**config.mk**
```make
export PLATFORM = sky130hd
export DESIGN_NAME = bounce_updater
export DESIGN_NICKNAME = d
export VERILOG_FILES = /design/src/rtl/bounce_updater.sv
export SDC_FILE = /design/constraint.sdc
export NUM_CORES = 1
export LEC_CHECK = 0
export CORE_ASPECT_RATIO = 2
export CORE_MARGIN = 2
export CORE_UTILIZATION = 30
export DETAILED_ROUTE_END_ITERATION = 10
export MAX_ROUTING_LAYER = met4
export PLACE_DENSITY_LB_ADDON = 0.2
export SYNTH_ARGS = -nofsm -noshare
export SYNTH_HDL_FRONTEND = slang
export SYNTH_SLANG_ARGS = --single-unit
export TNS_END_PERCENT = 50
```
**constraint.sdc**
```tcl
create_clock -name clk_i -period 5.3 [get_ports clk_i]
set_input_delay 1.06 -clock clk_i [delete_from_list [all_inputs] [get_ports clk_i]]
set_output_delay 1.06 -clock clk_i [all_outputs]
set_load 0.02 [all_outputs]
```
**src/rtl/bounce_updater.sv**
```systemverilog
// bounce_updater: per-tick physics and scoring engine for the colour-bounce game.
// Each update request evaluates one key/platform hit over NUM_PLATS lanes and
// then moves the ball, counts the score and reshuffles colours on a hit.
//
// Ports:
//   clk_i          clock, everything is posedge
//   reset_i        synchronous active-high reset, overrides all other inputs
//   start_i        update request, sampled only in IDLE
//   keys_i         active-low key per lane
//   plat_pos_i     packed platform positions, lane i at [i*POS_W +: POS_W]
//   ball_pos_o     current ball position
//   prev_ball_o    ball position before the last update
//   ball_color_o   current ball colour
//   plat_colors_o  packed per-lane platform colours
//   score_o        saturating hit count
//   hit_o          one-cycle pulse with done_o on a scoring tick
//   done_o         one-cycle pulse when updated values are valid
//   gameover_o     sticky until reset
//
// state | meaning
// ------+---------------------------------------------------------
// IDLE  | wait for start_i
// EVAL  | decode keys/platforms, register the hit decision
// MOVE  | apply ball/score/colour update, pulse done
// OVER  | ball reached the floor; frozen until reset

module bounce_updater #(
  parameter int                           NUM_PLATS        = 4,
  parameter int                           POS_W            = 7,
  parameter int                           COLOR_W          = 3,
  parameter int                           HIT_WINDOW       = 4,
  parameter int                           BOUNCE_LEN       = 50,
  parameter int                           FLOOR            = 116,
  parameter int                           BALL_START       = 10,
  parameter int                           SCORE_W          = 32,
  parameter logic [COLOR_W-1:0]           INIT_BALL_COLOR  = 3'd1,
  parameter logic [NUM_PLATS*COLOR_W-1:0] INIT_PLAT_COLORS = {3'd4, 3'd3, 3'd2, 3'd1},
  parameter logic [15:0]                  LFSR_SEED        = 16'hACE1
) (
  input  logic                           clk_i,
  input  logic                           reset_i,
  input  logic                           start_i,
  input  logic [NUM_PLATS-1:0]           keys_i,
  input  logic [NUM_PLATS*POS_W-1:0]     plat_pos_i,
  output logic [POS_W-1:0]               ball_pos_o,
  output logic [POS_W-1:0]               prev_ball_o,
  output logic [COLOR_W-1:0]             ball_color_o,
  output logic [NUM_PLATS*COLOR_W-1:0]   plat_colors_o,
  output logic [SCORE_W-1:0]             score_o,
  output logic                           hit_o,
  output logic                           done_o,
  output logic                           gameover_o
);

  localparam int IDX_W = (NUM_PLATS > 1) ? $clog2(NUM_PLATS) : 1;
  localparam int CNT_W = $clog2(BOUNCE_LEN + 1);
  localparam int PW1   = POS_W + 1;

  typedef enum logic [1:0] {
    S_IDLE,
    S_EVAL,
    S_MOVE,
    S_OVER
  } state_e;

  state_e                         state_q, state_d;
  logic [POS_W-1:0]               ball_q, ball_d;
  logic [POS_W-1:0]               prev_q, prev_d;
  logic [CNT_W-1:0]               up_q, up_d;
  logic [COLOR_W-1:0]             bc_q, bc_d;
  logic [NUM_PLATS*COLOR_W-1:0]   pc_q, pc_d;
  logic [SCORE_W-1:0]             score_q, score_d;
  logic                           hit_q, hit_d;
  logic                           hit_pulse_q, hit_pulse_d;
  logic                           done_q, done_d;
  logic                           go_q, go_d;
  logic [15:0]                    lfsr_q, lfsr_d;

  logic [3:0]                     low_cnt;
  logic [IDX_W-1:0]               sel_idx;
  logic [POS_W-1:0]               sel_pos;
  logic [COLOR_W-1:0]             sel_col;
  logic                           in_window;
  logic                           hit_now;
  logic [IDX_W-1:0]               pick_raw;
  logic [IDX_W-1:0]               pick;
  logic [NUM_PLATS*COLOR_W-1:0]   pc_rot;

  // Galois LFSR, x^16+x^14+x^13+x^11+1, right-shifting form.
  assign lfsr_d = {1'b0, lfsr_q[15:1]} ^ (lfsr_q[0] ? 16'hB400 : 16'h0000);

  // Key decode: exactly one low key selects a lane.
  always_comb begin
    low_cnt = 4'd0;
    sel_idx = '0;
    for (int i = 0; i < NUM_PLATS; i++) begin
      if (!keys_i[i]) begin
        low_cnt = low_cnt + 4'd1;
        sel_idx = IDX_W'(i);
      end
    end
  end

  assign sel_pos = plat_pos_i[sel_idx*POS_W +: POS_W];
  assign sel_col = pc_q[sel_idx*COLOR_W +: COLOR_W];

  // Upper bound compared one bit wider so ball_pos + HIT_WINDOW never wraps.
  assign in_window = (sel_pos >= ball_q) &&
                     ({1'b0, sel_pos} <= ({1'b0, ball_q} + PW1'(HIT_WINDOW)));

  assign hit_now = (low_cnt == 4'd1) && (up_q == '0) && (bc_q == sel_col) && in_window;

  // Lane pick for the new ball colour; one conditional subtract is enough
  // because the raw index is below 2*NUM_PLATS.
  assign pick_raw = lfsr_q[IDX_W-1:0];
  always_comb begin
    pick = pick_raw;
    if ({1'b0, pick_raw} >= (IDX_W+1)'(NUM_PLATS)) begin
      pick = pick_raw - IDX_W'(NUM_PLATS);
    end
  end

  always_comb begin
    pc_rot = '0;
    for (int i = 0; i < NUM_PLATS; i++) begin
      pc_rot[i*COLOR_W +: COLOR_W] = pc_q[((i + 1) % NUM_PLATS)*COLOR_W +: COLOR_W];
    end
  end

  always_comb begin
    state_d     = state_q;
    ball_d      = ball_q;
    prev_d      = prev_q;
    up_d        = up_q;
    bc_d        = bc_q;
    pc_d        = pc_q;
    score_d     = score_q;
    hit_d       = hit_q;
    hit_pulse_d = 1'b0;
    done_d      = 1'b0;
    go_d        = go_q;

    case (state_q)
      S_IDLE: begin
        if (start_i) begin
          state_d = S_EVAL;
        end
      end
      S_EVAL: begin
        hit_d   = hit_now;
        state_d = S_MOVE;
      end
      S_MOVE: begin
        prev_d = ball_q;
        if (hit_q || (up_q != '0)) begin
          // A ball pinned at the top ends its ascent immediately.
          if (ball_q == '0) begin
            up_d = '0;
          end else begin
            ball_d = ball_q - POS_W'(1);
            up_d   = hit_q ? CNT_W'(BOUNCE_LEN - 1) : (up_q - CNT_W'(1));
          end
        end else if (ball_q != '1) begin
          ball_d = ball_q + POS_W'(1);
        end

        if (hit_q) begin
          if (score_q != '1) begin
            score_d = score_q + SCORE_W'(1);
          end
          bc_d = pc_q[pick*COLOR_W +: COLOR_W];
          pc_d = pc_rot;
        end

        hit_pulse_d = hit_q;
        done_d      = 1'b1;
        if ({1'b0, ball_d} >= PW1'(FLOOR)) begin
          go_d    = 1'b1;
          state_d = S_OVER;
        end else begin
          state_d = S_IDLE;
        end
      end
      S_OVER: begin
        state_d = S_OVER;
      end
      default: begin
        state_d = S_IDLE;
      end
    endcase
  end

  always_ff @(posedge clk_i) begin
    if (reset_i) begin
      state_q     <= S_IDLE;
      ball_q      <= POS_W'(BALL_START);
      prev_q      <= POS_W'(BALL_START);
      up_q        <= '0;
      bc_q        <= INIT_BALL_COLOR;
      pc_q        <= INIT_PLAT_COLORS;
      score_q     <= '0;
      hit_q       <= 1'b0;
      hit_pulse_q <= 1'b0;
      done_q      <= 1'b0;
      go_q        <= 1'b0;
      lfsr_q      <= LFSR_SEED;
    end else begin
      state_q     <= state_d;
      ball_q      <= ball_d;
      prev_q      <= prev_d;
      up_q        <= up_d;
      bc_q        <= bc_d;
      pc_q        <= pc_d;
      score_q     <= score_d;
      hit_q       <= hit_d;
      hit_pulse_q <= hit_pulse_d;
      done_q      <= done_d;
      go_q        <= go_d;
      lfsr_q      <= lfsr_d;
    end
  end

  assign ball_pos_o    = ball_q;
  assign prev_ball_o   = prev_q;
  assign ball_color_o  = bc_q;
  assign plat_colors_o = pc_q;
  assign score_o       = score_q;
  assign hit_o         = hit_pulse_q;
  assign done_o        = done_q;
  assign gameover_o    = go_q;

endmodule

```
# Word level (Yosys, flattened, before mapping)
# Index checks and enable logic that the tools add are counted.
# op_classes
n_addsub	8
multipliers	3
div	0
order_cmp	3
eq_ne	8
n_shift	3
n_mux	18
bitwise	2
reduce_logical	14
# op_table
operator	n
adder 32 x 1 -> 32 bit, second input constant	1
!= test 32 bit, second input constant	1
2-to-1 mux 7 bit	4
indexed part select 28 x 6 -> 7 bit	1
indexed part select 12 x 5 -> 3 bit	2
2-to-1 mux 16 bit	1
bitwise XOR 15 x 16 -> 16 bit	1
adder 4 x 1 -> 4 bit, second input constant	3
2-to-1 mux 4 bit	3
2-to-1 mux 6 bit	2
adder 7 x 3 -> 8 bit, second input constant	1
less-or-equal comparator 7 x 8 -> 1 bit	1
multiplier 2 x 2 -> 4 bit, second input constant	2
2-to-1 mux 2 bit	4
case mux 2 bit (4 select lines)	1
adder 7 x 1 -> 7 bit, second input constant	1
greater-or-equal comparator 7 bit	1
greater-or-equal comparator 7 bit, second input constant	1
zero test 7 bit	1
!= test 7 bit, second input constant	1
subtractor 7 x 1 -> 7 bit, second input constant	1
zero test 6 bit	1
AND reduction 2 bit	3
nonzero test 6 bit	1
14 further kinds	20
# word_totals
regBits	89
latchBits	0
ramBits	0
romBits	0
out_inout_bits	64
mem_count	0

# Logic depth before layout (Yosys ltp)
# Gate-level depths: netlist of the first run.
# logic_depth
depth_word	11
mapped_depth	11
depth_no_buf	10

# Worst setup path after synthesis of the first run
# No wires, ideal clock.
# synth_path
path_kind	input-to-reg
from	input keys_i[1]
to	register hit_q
arrival_time_ns	3.089
slack_ns	2.124
stages	11
n_path_buf	2
cell_sequence	buf_1 inv_1 ha_1 clkbuf_1 xnor2_1 ha_1 nor3_1 a31oi_1 a21oi_1 nand4_1 o31ai_1
# synth_between
elab_chain_len	9
elab_cells_between_ends	20
classes_between	add/sub: 2; mul: 2; order compare: 2; eq/ne: 2; shift: 2; mux: 6; reduce/logical: 4
# synth_rtl
element	line_no	source
start: declaration	43	input logic [NUM_PLATS-1:0] keys_i,
branches (longest 8 deep; another with less-or-equal comparator 7 x 8 -> 1 bit)	--	
logical AND 1 bit *	111	assign hit_now = (low_cnt == 4'd1) && (up_q == '0) && (bc_q == sel_col) && in_window;
end signal: assignment	215	hit_q <= hit_d;
end: declaration	73	logic hit_q, hit_d;
# Every way passes the cells marked *.
# A chain may end at the register's enable or synchronous reset.

# Worst setup path in the final report of the first run
# Same ends and word-level chain as after synthesis.

==> results.yml, run 1 <==
yosys:
  netlist-cell-type-count: 63
  muxShareOfSynthArea_pct: 4.62
  synth.cell_area_um2: 5040
  synth_top_family_by_area: "simple AND/OR/NAND/NOR gates"
  number_of_synthesized_flops_with_an_enable_pin: 0
  yosys.area_share.simple_pct: 26.0
  yosys.cell_count.top_type: "dfxtp_1"
  ys_warn_count: 0
  synth-compound-area-share_pct: 20.0
  yosys-top-cells-area: "dfxtp_1 (35%), ha_1 (5.7%), a21oi_1 (5.2%)"
  synthesis.area_per_instance_um2: 8.29
  synth.cells.most_frequent: "dfxtp_1 (89), nand2_1 (69), a21oi_1 (52), nor2_1 (38), clkbuf_1 (28)"
  yosys_register_bits: 89
  gate_count_after_technology_mapping: 608
  ys_dominant_reg_cell: "dfxtp_1"
  synth_top_cell_area_share_pct: 35.3
  synth_seq_area_share_pct: 35.3
  net_count_synth: 666
  synthDominantAreaCellType: "dfxtp_1"
  synth-adder-area-share_pct: 5.71
  synth_area_in_xor_xnor_pct: 4.00
  fraction_of_registers_with_async_set_reset_pct: 0
die:
  die_y_um: 187
  floorplan.die.width_um: 95.7
  core_area_um2: 16600
  effective_utilization_at_floorplan_pct: 30.4
  row_count: 67
  dieArea_um2: 17900
  top_level_ports: 99
place:
  detailed_place_hpwl_mm: 9.48
  detailedPlace.worstSlack_ns: 1.45
  io_buffers: 98
  gp_routability_congestion: 0.821
power:
  clockPowerShare_pct: 43.2
  p_int_mw: 1.08
  p_comb_share_pct: 9.4
  power_switching_share_pct: 25.9
  power.sequential.fraction_pct: 47.3
  max-vdd-ir-drop_mv: 0.148
  total_switching_power_uw: 377
  power.leakage_nw: 2.27
  power-per-cell-area_nw_per_um2: 225
timing:
  postLayoutSetupSlackWorst_ns: 1.81
  setup-tns-final_ns: 0
  min_period_ns: 3.49
  timing_hold_violations_final: 0
  worstMarginPinSlew_ns: 1.05
  clock_skew_ns: 0.0104
  grt_setup_unrepaired: "no"
  timing.slew.headroom_pct: 29.1
  timing.final.setup_violations: 0
  final_worst_path_period_share_pct: 65.9
  slew_viol_final: 0
  timing.fmax_mhz: 286
clocking:
  tritoncts.num_buffers: 9
  hold_buffers_post_cts: 0
  postCtsSetupRepairBufs: 0
  cts-htree-levels: 3
  cts_tree: "built"
  cts_num_sinks: 89
  insertion_delay_ns: 0.34
  worst_setup_hold_path_clk_slew_ns: 0.07
  ctsRootBufferMaster: "clkbuf_16"
  max-clock-path-buffers: 2
  post_cts_resized: 0
worst_setup_path:
  start_kind: "input port"
  endpoint_class_of_the_critical_path: "flip-flop"
  timing.critical_path.required_ns: 5.56
  critPathMaxFanout: 12
  timing_worst_setup_path_type: "in -> reg"
  r2r-start: "state_q[1]$_SDFFE_PP0P_"
  arrival_ns: 3.76
  cp-startpoint: "keys_i[1]"
min_path:
  timing.hold.worst.start: "lfsr_q[12]$_SDFF_PP0_"
  worstHoldPathType: "reg -> reg"
routing:
  postRouteWirelength_mm: 13.5
  num_vias: 4699
  dr.first_iter.drc_count: 201
  drt.antenna.violating_nets: 0
  post_drt_wl_per_cell_um: 15.0
  routed_via_density: 5.23
  number_of_detailed_route_iterations_in_the_first_pass: 5
  drc: 0
global_routing:
  largest_net_degree_at_the_start_of_global_routing: 75
  groute.layer.met1.usage_pct: 20.7
  met2_usage_pct: 23.9
  grt_first_pass_wirelength_mm: 22.0
  globalRouteTotalUtil_pct: 15.5
  global_route.peak_usage_layer: "met2"
  first_global_vias: 4384
  grt_use_met3_pct: 2.66
  grt_antenna_before_repair: 0
  globalRoute.totalOverflow: 0
layout:
  area_growth_syn_to_layout_pct: 28.3
  antenna_cells_inserted: 0
  drive_above_1_share_pct: 7.24
  layout.nets: 744
job:
  max_cap_violations: 0
status:
  run_status: "finished, final reports clean"
-- routing by layer --
metal	wire (µm)	up-vias	share of wire, %
met2	6160	104	46
met3	634	9	4.7
li1	-	2376	-
met1	6500	2210	48
met5	0	-	0
met4	165	0	1.2
-- final cells by class --
type,count,area (µm²)
Tap cell,207,259
Timing Repair Buffer,101,998
Inverter,24,90.1
Clock buffer,9,225
Clock inverter,7,67.6
Multi-Input combinational cell,461,3050
Sequential cell,89,1780
Fill cell,1680,10100
-- final timing paths --
path                             endpoint  slack [ns]  cells past startpoint
setup / recovery       hit_q$_SDFFE_PP0N_        1.81                     10
setup reg to reg  score_o[8]$_SDFFE_PP0P_        2.28                      5
hold / removal      lfsr_q[11]$_SDFF_PP1_        0.40                      1
hold reg to reg     lfsr_q[11]$_SDFF_PP1_        0.40                      1
-- worst max-delay path: stages --
cell and delay [ns]:
clkdlybuf4s50_1 0.90, inv_1 0.11, ha_1 0.40, xnor2_1 0.17, ha_1 0.34, nor3_1 0.21
a31oi_1 0.07, a21oi_1 0.16, nand4_1 0.11, o31ai_1 0.23
-- power by group through the flow --
stage / logic, mW / clock network, mW / registers, mW
floorplan: 0.0884 / 0 / 0.703
global placement: 0.136 / 0 / 0.705
detailed placement: 0.139 / 0 / 0.706
CTS: 0.140 / 0.655 / 0.690
global route: 0.154 / 0.680 / 0.692
finish: 0.137 / 0.630 / 0.690
-- sequential cells by signal, indices dropped and copies added (netlist names) --
signal / cells
gameover_o: 1
score_o: 32
prev_ball_o: 7
ball_color_o: 3
plat_colors_o: 12
ball_pos_o: 7
state_q: 2
lfsr_q: 16
hit_o: 1
hit_q: 1
up_q: 6
done_o: 1
-- cells in the final DEF, fill, tap and decap left out, drive strengths merged, types with 12 or more instances in the layout --
cell	netlist	routed
nor2	38	38
nand2	69	69
or3	17	17
o21ai	27	27
a21oi	52	52
dfxtp	89	89
nand3	22	22
mux2i	12	12
nor2b	12	12
a211oi	12	12
ha	23	23
nand4	17	17
clkdlybuf4s50	0	97
xnor2	18	18
nor3	14	14
inv	23	27
-- through the flow --
stage | instance area (µm²) | utilization, % | std cells | hold slack (ns) | power [mW]
floorplan | 5040 | - | 608 | 0.389 | 0.791
global placement | 6170 | 37.2 | 882 | 0.394 | 0.842
detailed placement | 6170 | 37.2 | 882 | 0.396 | 0.844
CTS | 6470 | 39.0 | 898 | 0.405 | 1.48
global route | 6470 | 39.0 | 898 | 0.412 | 1.53
finish | 6470 | 39.0 | 898 | 0.402 | 1.46
-- cells by family (layout without fill, tap and decap cells) --
logic type      after synthesis  count (layout)
buf+inv                      58             141
flops                        89              89
mux                          19              19
compound gates              153             153
fa+ha+maj                    23              23
simple gates                243             243
xor+xnor                     23              23
(Power assumes the default switching activity.)
==> inputs of run 2 (changes only) <==
- clock period: 5.3 -> 3.3 ns (I/O delays scaled with it)
==> run 2 against run 1 <==
  * Hold slack improved by 0.0099 ns
  * First-iteration DRC count decreased by 3.0%
  * Utilization increased by 0.70 points
  * Clock skew increased by 0.0014 ns
  * Flip-flop and latch count unchanged
  * Cell area increased by 1.8%
  * Cell count increased by 1.2%
  * Sequential share of layout area decreased by 0.49 points
  * Critical path type unchanged
  * Non-clock buffer count increased by 11
  * Power increased by 70%
  * Via count increased by 1.6%
  * Setup slack got worse by 1.2 ns
==> results.yml, run 2 (synthesized netlist as in run 1, its figures left out) <==
layout:
  area_growth_syn_to_layout_pct: 30.6
  largest_reg_flops: 32
  commonest_non_fill_non_tap_cell_in_the_layout: "clkdlybuf4s50_1"
  drive_above_1_share_pct: 8.69
  antenna_cells_inserted: 0
  layout_common_cells: "clkdlybuf4s50_1 (97), dfxtp_1 (89), nand2_1 (69)"
  postLayoutCellArea_um2: 6580
  layout.nets: 755
  finalNonFillerCells: 909
die:
  floorplan.die.width_um: 95.7
  top_level_ports: 99
  row_count: 67
  die_y_um: 187
  effective_utilization_at_floorplan_pct: 30.4
  dieArea_um2: 17900
  core_area_um2: 16600
routing:
  number_of_detailed_route_iterations_in_the_first_pass: 4
  drc: 0
  post_drt_wl_per_cell_um: 14.9
  num_vias: 4773
  dr.first_iter.drc_count: 195
  drt.antenna.violating_nets: 0
  postRouteWirelength_mm: 13.5
  routed_via_density: 5.25
clocking:
  cts_num_sinks: 89
  post_cts_resized: 0
  postCtsSetupRepairBufs: 0
  ctsRootBufferMaster: "clkbuf_16"
  insertion_delay_ns: 0.35
  worst_setup_hold_path_clk_slew_ns: 0.06
  cts_tree: "built"
  tritoncts.num_buffers: 9
  cts-htree-levels: 3
  hold_buffers_post_cts: 0
  max-clock-path-buffers: 2
worst_setup_path:
  start_kind: "input port"
  endpoint_class_of_the_critical_path: "flip-flop"
  arrival_ns: 2.89
  r2r-start: "ball_pos_o[1]$_SDFFE_PP1P_"
  timing.rr.end: "gameover_o$_SDFFE_PP0P_"
  timing_worst_setup_path_type: "in -> reg"
  r2r_slack_ns: 0.72
  worst_r2r_path_depth: 7
  timing.critical_path.required_ns: 3.52
  critPathMaxFanout: 11
power:
  max-vdd-ir-drop_mv: 0.308
  power-per-cell-area_nw_per_um2: 376
  power.leakage_nw: 2.34
  p_total_mw: 2.47
timing:
  timing_hold_violations_final: 0
  hold_slack_ns: 0.411
  slew_viol_final: 0
  timing.fmax_mhz: 374
  clock_skew_ns: 0.0118
  timing.slew.headroom_pct: 45.4
  setup-tns-final_ns: 0
  timing.final.setup_violations: 0
  min_period_ns: 2.67
  final_worst_path_period_share_pct: 81.0
  grt_setup_unrepaired: "no"
  worstMarginPinSlew_ns: 0.812
min_path:
  worstHoldPathType: "reg -> reg"
  timing.hold.worst.start: "lfsr_q[7]$_SDFF_PP1_"
  worst_hold_path.endpoint: "lfsr_q[6]$_SDFF_PP1_"
  hold-path-cell-count: 1
global_routing:
  largest_net_degree_at_the_start_of_global_routing: 53
  grt_antenna_before_repair: 0
  grt_use_met3_pct: 2.42
  grt_first_pass_wirelength_mm: 22.3
  groute.layer.met1.usage_pct: 21.3
  global_route.peak_usage_layer: "met2"
  globalRoute.totalOverflow: 0
  met2_usage_pct: 23.8
  globalRouteTotalUtil_pct: 15.7
  first_global_vias: 4533
job:
  max_cap_violations: 0
place:
  detailed_place_hpwl_mm: 9.68
  gp_routability_congestion: 0.811
  placed_cells: 893
  io_buffers: 98
  placed_cell_area_um2: 6260
status:
  run_status: "finished, final reports clean"
[run 2: report_power, final]
part | internal, mW | switching (mW) | leakage (nW)
clock | 0.673 | 0.465 | 0.158
combinational | 0.116 | 0.111 | 1.46
sequential | 1.09 | 0.0155 | 0.722
[run 2: layout make-up]
type | instances | area [µm²]
fillers | 1716 | 10000
multi-input cells | 461 | 3050
flip-flops and latches | 89 | 1780
repair buffers | 112 | 1080
well taps | 207 | 259
clock buffers | 9 | 225
clock inverters | 7 | 101
inverters | 24 | 90.1
[run 2: how the worst max path moves through the flow]
stage               startpoint                  to  slack, ns  depth (start not counted)
floorplan            keys_i[1]  hit_q$_SDFFE_PP0N_       0.52                         11
global placement     keys_i[1]  hit_q$_SDFFE_PP0N_       0.36                         11
detailed placement   keys_i[1]  hit_q$_SDFFE_PP0N_       0.26                         11
CTS                  keys_i[1]  hit_q$_SDFFE_PP0N_       0.60                         11
global route         keys_i[2]  hit_q$_SDFFE_PP0N_       0.45                         10
finish               keys_i[1]  hit_q$_SDFFE_PP0N_       0.63                         11
[run 2: through the flow]
step | worst slack, ns | utilization (%)
after floorplan | 0.524 | -
after global placement | 0.358 | 37.7
after detailed placement | 0.264 | 37.7
after CTS | 0.599 | 39.7
after global routing | 0.447 | 39.7
final | 0.627 | 39.7
[run 2: layer usage]
metal  share of wire [%]  vias up
met5                   0        -
met4                 1.3        0
met3                 4.7       12
met2                  45      110
met1                  49     2244
li1                    -     2407
[run 2: critical path, cell delays in order]
cell             delay (ns)
clkdlybuf4s50_1        0.48
buf_4                  0.23
mux2i_1                0.20
a211oi_1               0.09
a21o_1                 0.21
ha_1                   0.32
nor2b_1                0.17
o21ai_0                0.11
a21o_1                 0.16
a21oi_1                0.17
o31ai_1                0.10
